**src/rtl/branch_cond_unit_pkg.sv**
```systemverilog
// Shared definitions for the branch condition unit: condition encodings and FSM states.
package branch_cond_unit_pkg;

    // Condition select encodings (IR bits)
    localparam logic [2:0] COND_EQ    = 3'b000;  // bus == 0
    localparam logic [2:0] COND_NE    = 3'b001;  // bus != 0
    localparam logic [2:0] COND_GE    = 3'b010;  // bus >= 0
    localparam logic [2:0] COND_LT    = 3'b011;  // bus <  0
    localparam logic [2:0] COND_GT    = 3'b100;  // bus >  0
    localparam logic [2:0] COND_LE    = 3'b101;  // bus <= 0
    localparam logic [2:0] COND_ALWAYS = 3'b110;
    localparam logic [2:0] COND_NEVER = 3'b111;

    typedef enum logic [1:0] {
        IDLE = 2'b00,
        EVAL = 2'b01,
        HOLD = 2'b10
    } state_e;

endpackage

```
**src/rtl/branch_cond_unit_cond_eval.sv**
```systemverilog
// Combinational branch decision from a signed operand and a condition select.
module cond_eval
    import branch_cond_unit_pkg::*;
#(
    parameter int unsigned DATA_W = 32
) (
    input  logic [DATA_W-1:0] operand,
    input  logic [2:0]        cond,
    output logic              decision
);

    logic is_neg;
    logic is_zero;

    assign is_neg  = operand[DATA_W-1];
    assign is_zero = (operand == '0);

    // Decode the condition into a single taken/not-taken bit
    always_comb begin
        decision = 1'b0;
        unique case (cond)
            COND_EQ:     decision = is_zero;
            COND_NE:     decision = ~is_zero;
            COND_GE:     decision = ~is_neg;
            COND_LT:     decision = is_neg;
            COND_GT:     decision = ~is_neg & ~is_zero;
            COND_LE:     decision = is_neg | is_zero;
            COND_ALWAYS: decision = 1'b1;
            COND_NEVER:  decision = 1'b0;
        endcase
    end

endmodule

```
**src/rtl/branch_cond_unit.sv**
```systemverilog
// Branch condition unit: captures operand/condition on request, evaluates one cycle later,
// and holds the registered decision until the consumer acknowledges it.
module branch_cond_unit
    import branch_cond_unit_pkg::*;
#(
    parameter int unsigned DATA_W = 32,
    parameter int unsigned CNT_W  = 16
) (
    input  logic              clk,
    input  logic              clear_n,
    input  logic [DATA_W-1:0] bus,
    input  logic [2:0]        cond,
    input  logic              con_req,
    output logic              con_ready,
    output logic              con_valid,
    input  logic              con_ack,
    output logic              con_out,
    input  logic              cnt_clr,
    output logic [CNT_W-1:0]  taken_cnt
);

    state_e              state_q, state_d;
    logic [DATA_W-1:0]   bus_q, bus_d;
    logic [2:0]          cond_q, cond_d;
    logic                con_out_q, con_out_d;
    logic [CNT_W-1:0]    cnt_q, cnt_d;
    logic                capture;
    logic                taken;
    logic                decision;

    // Decision always works on the captured operands, never the live bus
    cond_eval #(
        .DATA_W (DATA_W)
    ) u_cond_eval (
        .operand  (bus_q),
        .cond     (cond_q),
        .decision (decision)
    );

    // Next-state, handshake and operand capture
    always_comb begin
        state_d   = state_q;
        con_out_d = con_out_q;
        con_ready = 1'b0;
        capture   = 1'b0;
        taken     = 1'b0;
        unique case (state_q)
            IDLE: begin
                con_ready = 1'b1;
                if (con_req) begin
                    capture = 1'b1;
                    state_d = EVAL;
                end
            end
            EVAL: begin
                con_out_d = decision;
                taken     = decision;
                state_d   = HOLD;
            end
            HOLD: begin
                // A new request can only slip in on the acknowledging cycle
                con_ready = con_ack;
                if (con_ack) begin
                    if (con_req) begin
                        capture = 1'b1;
                        state_d = EVAL;
                    end else begin
                        state_d = IDLE;
                    end
                end
            end
            default: state_d = IDLE;
        endcase
        bus_d  = capture ? bus  : bus_q;
        cond_d = capture ? cond : cond_q;
    end

    // Saturating taken counter; clear wins over a same-edge increment
    always_comb begin
        cnt_d = cnt_q;
        if (cnt_clr) begin
            cnt_d = '0;
        end else if (taken && (cnt_q != {CNT_W{1'b1}})) begin
            cnt_d = cnt_q + CNT_W'(1);
        end
    end

    // State, operand and result registers
    always_ff @(posedge clk or negedge clear_n) begin
        if (!clear_n) begin
            state_q   <= IDLE;
            bus_q     <= '0;
            cond_q    <= '0;
            con_out_q <= 1'b0;
            cnt_q     <= '0;
        end else begin
            state_q   <= state_d;
            bus_q     <= bus_d;
            cond_q    <= cond_d;
            con_out_q <= con_out_d;
            cnt_q     <= cnt_d;
        end
    end

    assign con_valid = (state_q == HOLD);
    assign con_out   = con_out_q;
    assign taken_cnt = cnt_q;

endmodule

```
**config.mk**
```make
export PLATFORM = sky130hd
export DESIGN_NAME = branch_cond_unit
export DESIGN_NICKNAME = d
export VERILOG_FILES = /design/src/rtl/branch_cond_unit_pkg.sv /design/src/rtl/branch_cond_unit_cond_eval.sv /design/src/rtl/branch_cond_unit.sv
export SDC_FILE = /design/constraint.sdc
export NUM_CORES = 1
export LEC_CHECK = 0
export CORE_MARGIN = 2
export CORE_UTILIZATION = 45
export CTS_CLUSTER_SIZE = 14
export DETAILED_ROUTE_END_ITERATION = 8
export PLACE_DENSITY = 0.86
export SKIP_CTS_REPAIR_TIMING = 1
export SLEW_MARGIN = 40
export SYNTH_ARGS = -nofsm -noshare
export SYNTH_HDL_FRONTEND = slang
export SYNTH_SLANG_ARGS = --single-unit
```
**constraint.sdc**
```tcl
create_clock -name clk -period 6.8 [get_ports clk]
set_input_delay 1.36 -clock clk [delete_from_list [all_inputs] [get_ports clk]]
set_output_delay 1.36 -clock clk [all_outputs]
set_load 0.03 [all_outputs]
```
Yosys cells after proc, flatten, opt, wreduce, memory -nomap -nowiden
Index checks and enable logic that the tools add are counted.
- bits in registers: 54
- latch bits: 0
- memory bits (writable): 0
- memory bits (read-only): 0
- input port bits: 40
- output and inout port bits: 19
- logic and storage cells: 40
- memories kept: 0
- $add $sub $neg: 1
- multipliers: 0
- div/mod/pow operators: 0
- $lt $le $gt $ge: 0
- eq/ne operators: 12
- shift-type cells: 0
- mux-type cells: 12
- bitwise logic cells: 4
- reduce and logical (&&, ||, !) cells: 6
- operators with widths (operator ; number):
    32-bit zero test ; 1
    16-bit two-way mux ; 2
    16-bit by 1-bit adder with 16-bit output (second input constant) ; 1
    16-bit inequality test (second input constant) ; 1
    3-bit equality test (second input constant) ; 4
    1-bit one-hot mux with 8 select lines ; 1
    3-bit by 2-bit equality test with 1-bit output (second input constant) ; 2
    2-bit one-hot mux with 3 select lines ; 1
    1-bit two-way mux ; 4
    2-bit two-way mux ; 2
    1-bit one-hot mux with 2 select lines ; 2
    3-bit by 1-bit equality test with 1-bit output (second input constant) ; 1
    3-bit zero test ; 1
    2-bit by 1-bit equality test with 1-bit output (second input constant) ; 1
    2-bit equality test (second input constant) ; 1
    2-bit zero test ; 1
    2-bit by 1-bit inequality test with 1-bit output (second input constant) ; 1
    2-bit inequality test (second input constant) ; 1
    1-bit inverter ; 2
    2-bit AND reduction ; 1
    2-bit nonzero test ; 1
    1-bit bitwise AND ; 1
    1-bit logical AND ; 1
    1-bit bitwise OR ; 1

Depth between registers and ports, before layout
- depth after elaboration: 8
- depth in mapped cells: 8
- gate-level depth less buffers: 7

By module
A second synthesis with hierarchy kept.
- cells, all modules: 213
- area total of the unflattened synthesis: 2581.2 µm²
- by module, submodules not included (module ; times used ; cells each ; area an instance (µm²) ; seq. area each (µm²)):
    branch_cond_unit ; 1 ; 190 ; 2416.1 ; 1351.3
    cond_eval ; 1 ; 23 ; 165.2 ; 0.0

Worst setup path after synthesis
Ideal clock, no wire load.
- path type: input port to flip-flop
- start point: input port con_ack
- end point: register bus_q[17]
- library setup time: 125 ps
- arrival: 3206 ps
- required time: 6675 ps
- path slack: 3469 ps
- stages on the path: 6
- buffers on the path: 2
- path through: inv_1 a21oi_1 and2_1 clkbuf_1 clkbuf_1 mux2_2
- cells in the longest elaborated chain, start to end: 2
- ends and longest elaborated chain (item ; RTL line ; text):
    start, declared ; branch_cond_unit.sv:16 ; input logic con_ack,
    1-bit two-way mux ; branch_cond_unit.sv:63 ; if (con_ack) begin
    1-bit one-hot mux with 2 select lines ; branch_cond_unit.sv:47 ; unique case (state_q)
    end signal, assigned ; branch_cond_unit.sv:98 ; bus_q <= bus_d;
    end, declared ; branch_cond_unit.sv:23 ; logic [DATA_W-1:0] bus_q, bus_d;
No other way between the ends.
A chain may end at the register's enable or synchronous reset.

Worst setup path after layout
- start point: input port con_ack
- end point: output port con_ready
- cells in the longest elaborated chain, start to end: 1
- ends and longest elaborated chain (item ; RTL line ; text):
    1-bit one-hot mux with 2 select lines ; branch_cond_unit.sv:47 ;
    end, declared ; branch_cond_unit.sv:14 ; output logic con_ready,
No other way between the ends.

==> metrics.md <==
| Metric | Value |
|---|---|
| Run status | `completed` |
| Initial DRC count | `49` |
| Sequential cell area | `0.00135 sq mm` |
| CTS Buffer Depth | `2` |
| Peak VDD IR | `0.150 mV` |
| I/O pin count | `59` |
| Largest net degree at the start of global routing | `55` |
| Inserted Clock Buffers | `5` |
| Antenna violations before repair | `0` |
| Max cap viols | `0` |
| Worst Setup Start Kind | `primary input` |
| Pins over their slew limit | `0` |
| Period utilization | `60.4%` |
| Post-synth top area share | `between 50 and 60%` |
| Layout Cell Area excl Fill | `0.00317 sq mm` |
| Ys async rst share | `100%` |
| Synth area leader | `dfrtp_1` |
| Post-synthesis adder-cell area fraction | `less than 1%` |
| Antenna cells | `0` |
| WL final | `approximately 4600 um` |
| Part of the power in combinational logic | `roughly 22%` |
| Simple-gate portion of the synthesized area | `between 10% and 20%` |
| Unrepaired setup endpoints after global routing | `no` |
| Area after DPL | `approximately 0.0031 sq mm` |
| Pre-Repair DR Iteration Count | `4` |
| Internal power | `just under 0.6 mW` |
| Reg2reg setup slack | `approximately 4.3 ns` |
| Synth area leaders | `dfrtp_1, mux2_2, nor4_1` |
| Fin Hold WS | `slightly below 0.5 ns` |
| Pwr Total | `about 0.80 mW` |
| Setup TNS | `0 ns` |
| GPL Wtd Cong | `roughly 0.76` |
| Leakage | `around 1.2 nW` |
| CP arrival | `~2.7 ns` |
| Number of synthesized flops with an enable pin | `0` |
| Dpl cells | `320` |
| Row cnt | `26` |
| Area occupied by multi-input gates | `0.00101 sq mm` |
| Final Hold Violating Endpoints | `0` |
| Top-count cell post-synth | `dfrtp_1` |
| Worst-Margin Slew | `between 0.6 and 0.7 ns` |
| Clock-pin slew on the worst setup and hold paths | `around 0.09 ns` |
| Post-synthesis cell type count | `36` |
| Core area | `0.00514 sq mm` |
| # setup viols final | `0` |
| Worst slack at placement | `between 2 and 3 ns` |
| Vias per cell | `roughly 5.4` |
| Share of cells above drive strength 1 | `a little over a fifth` |
| Count of input and output buffers | `a little under 60` |
| Max Freq | `about 240 MHz` |
| First-pass GRT wire length | `a little over 8000 um` |
| Nets | `298` |
| Skew-Pair Late Insertion Delay | `roughly 0.30 ns` |
| Tot GR Track Use | `16.6%` |
| Worst hold path class | `flop to flop` |
| Final non-filler cell total | `328` |
| Syn Inst Count | `198` |
| Die ar. | `0.00597 sq mm` |
| Post-layout util | `about 60%` |
| Yosys Warn Count | `0` |
| Synth Register Bits | `54` |
| Syn nets | `239` |
| Slew headroom | `55.5%` |
| Fin worst setup slack | `around 2.7 ns` |
| Chip height | `about 77 um` |
| Synth Area in XOR/XNOR | `less than 1%` |
| Psw | `between 0.2 and 0.25 mW` |
| Number of global-route vias before repair | `~1,800` |
| CP Capture Type | `output port` |
| Compound-Gate Fraction of Synth Area | `under 10%` |
| P&R area growth vs syn | `31.0%` |
| Seq/Total Area, Yosys | `a little under three fifths` |
| H-tree Lvls | `2` |
| Mapped Area | `between 0.002 and 0.0025 sq mm` |
| Clk_skew | `roughly 0.0022 ns` |
| Crit path required time | `between 5 and 6 ns` |
| Post-route DRC | `0` |
| Switching Share | `26.7%` |
| Largest family of logic cells by synthesized area | `multiplexers` |
| Die width | `a little under 80 um` |
| Filler Cells Inserted | `450` |
| CTS tree | `built` |
| Critical path type | `primary input to output port` |
| Power per Cell Area | `253 mW/mm^2` |
| Mapped Avg Cell Area | `~12 sq um` |
| WL/cell | `between 10 and 15 um` |
| Crit path time final | `4.10 ns` |
| Clock root cell | `clkbuf_8` |
| Commonest cells post-synth | `dfrtp_1, mux2_2, a21oi_1, nand2_1, nor4_1` |
| Initial core utilization | `between 40% and 50%` |
| Congestion Overflow GR | `0` |
| Via count | `approximately 1,800` |
| ANT nets after route | `0` |
| TritonCTS Sinks | `between 50 and 60` |
| Clock power frac | `between 20% and 30%` |
| Crit-path max FO | `2` |
| DP HPWL | `3350 um` |
| Sequential Power Share | `between 50% and 60%` |
| Proportion of synthesized area in mux cells | `between 10% and 20%` |
| Main flop type after synthesis | `dfrtp_1` |
-- cell usage in the layout (no fill, tap or decap), drive strengths merged, types with 2 or more instances in the layout --
master and count:
nor4 10, mux2 35, nor2b 3, dfrtp 54
buf 3, nand3 7, nand4 4, nand2 11
a21oi 12, or3 4, and3 2, o41ai 2
o21ai 8, or4 6, clkdlybuf4s50 57, or4b 2
inv 5, o31ai 5, nor2 9, clkbuf 6
-- final timing paths --
path                                       start                        end  cells past startpoint
max                                      con_ack                  con_ready                      4
min                          con_out$_DFFE_PN0N_        con_out$_DFFE_PN0N_                      2
max reg2reg                bus_q[18]$_DFFE_PN0P_  taken_cnt[13]$_DFFE_PN0P_                      7
min reg2reg                  con_out$_DFFE_PN0N_        con_out$_DFFE_PN0N_                      2
max in group asynchronous                clear_n   taken_cnt[2]$_DFFE_PN0P_                      2
min in group asynchronous                clear_n  taken_cnt[11]$_DFFE_PN0P_                      2
-- critical path, stage by stage --
cell and delay (ns):
clkdlybuf4s50_1 0.45, inv_1 0.04, a21oi_1 0.18, clkdlybuf4s50_1 0.71
-- area by class of cell --
class	count	area share [%]
flip-flops and latches	54	42.7
multi-input cells	131	31.8
repair buffers	60	18.7
well taps	70	2.77
clock buffers	6	2.29
clock inverters	2	1.19
inverters	5	0.593
-- routing by layer --
layer	global-route usage, %	up-vias	wire (um)	share of wire, %
met2	28.6	48	2270	50
met4	4.82	0	27	0.59
li1	-	848	-	-
met5	0	-	0	0
met1	20.4	859	1980	43
met3	4.59	4	307	6.7
-- power by group through the flow --
stage / logic [mW] / registers, mW / clock network (mW)
2_1_floorplan: 0.115 / 0.420 / 0
3_3_place_gp: 0.175 / 0.418 / 0
3_5_place_dp: 0.181 / 0.421 / 0
4_1_cts: 0.182 / 0.415 / 0.218
5_1_grt: 0.195 / 0.423 / 0.230
6_report: 0.179 / 0.414 / 0.207
-- flip-flops by register name, indices dropped and copies added (netlist names) --
| register | cells |
|---|---|
| taken_cnt | 16 |
| state_q | 2 |
| con_out | 1 |
| cond_q | 3 |
| bus_q | 32 |
-- cell families after synthesis --
family                     after synthesis
DFF                                     54
and+or+nand+nor                         61
AOI/OAI and AO/OA                       31
adders and majority gates                1
muxes                                   36
xor gates and xnor gates                 2
buffers and inverters                   13
No activity file was read; power rests on OpenSTA's default activity.
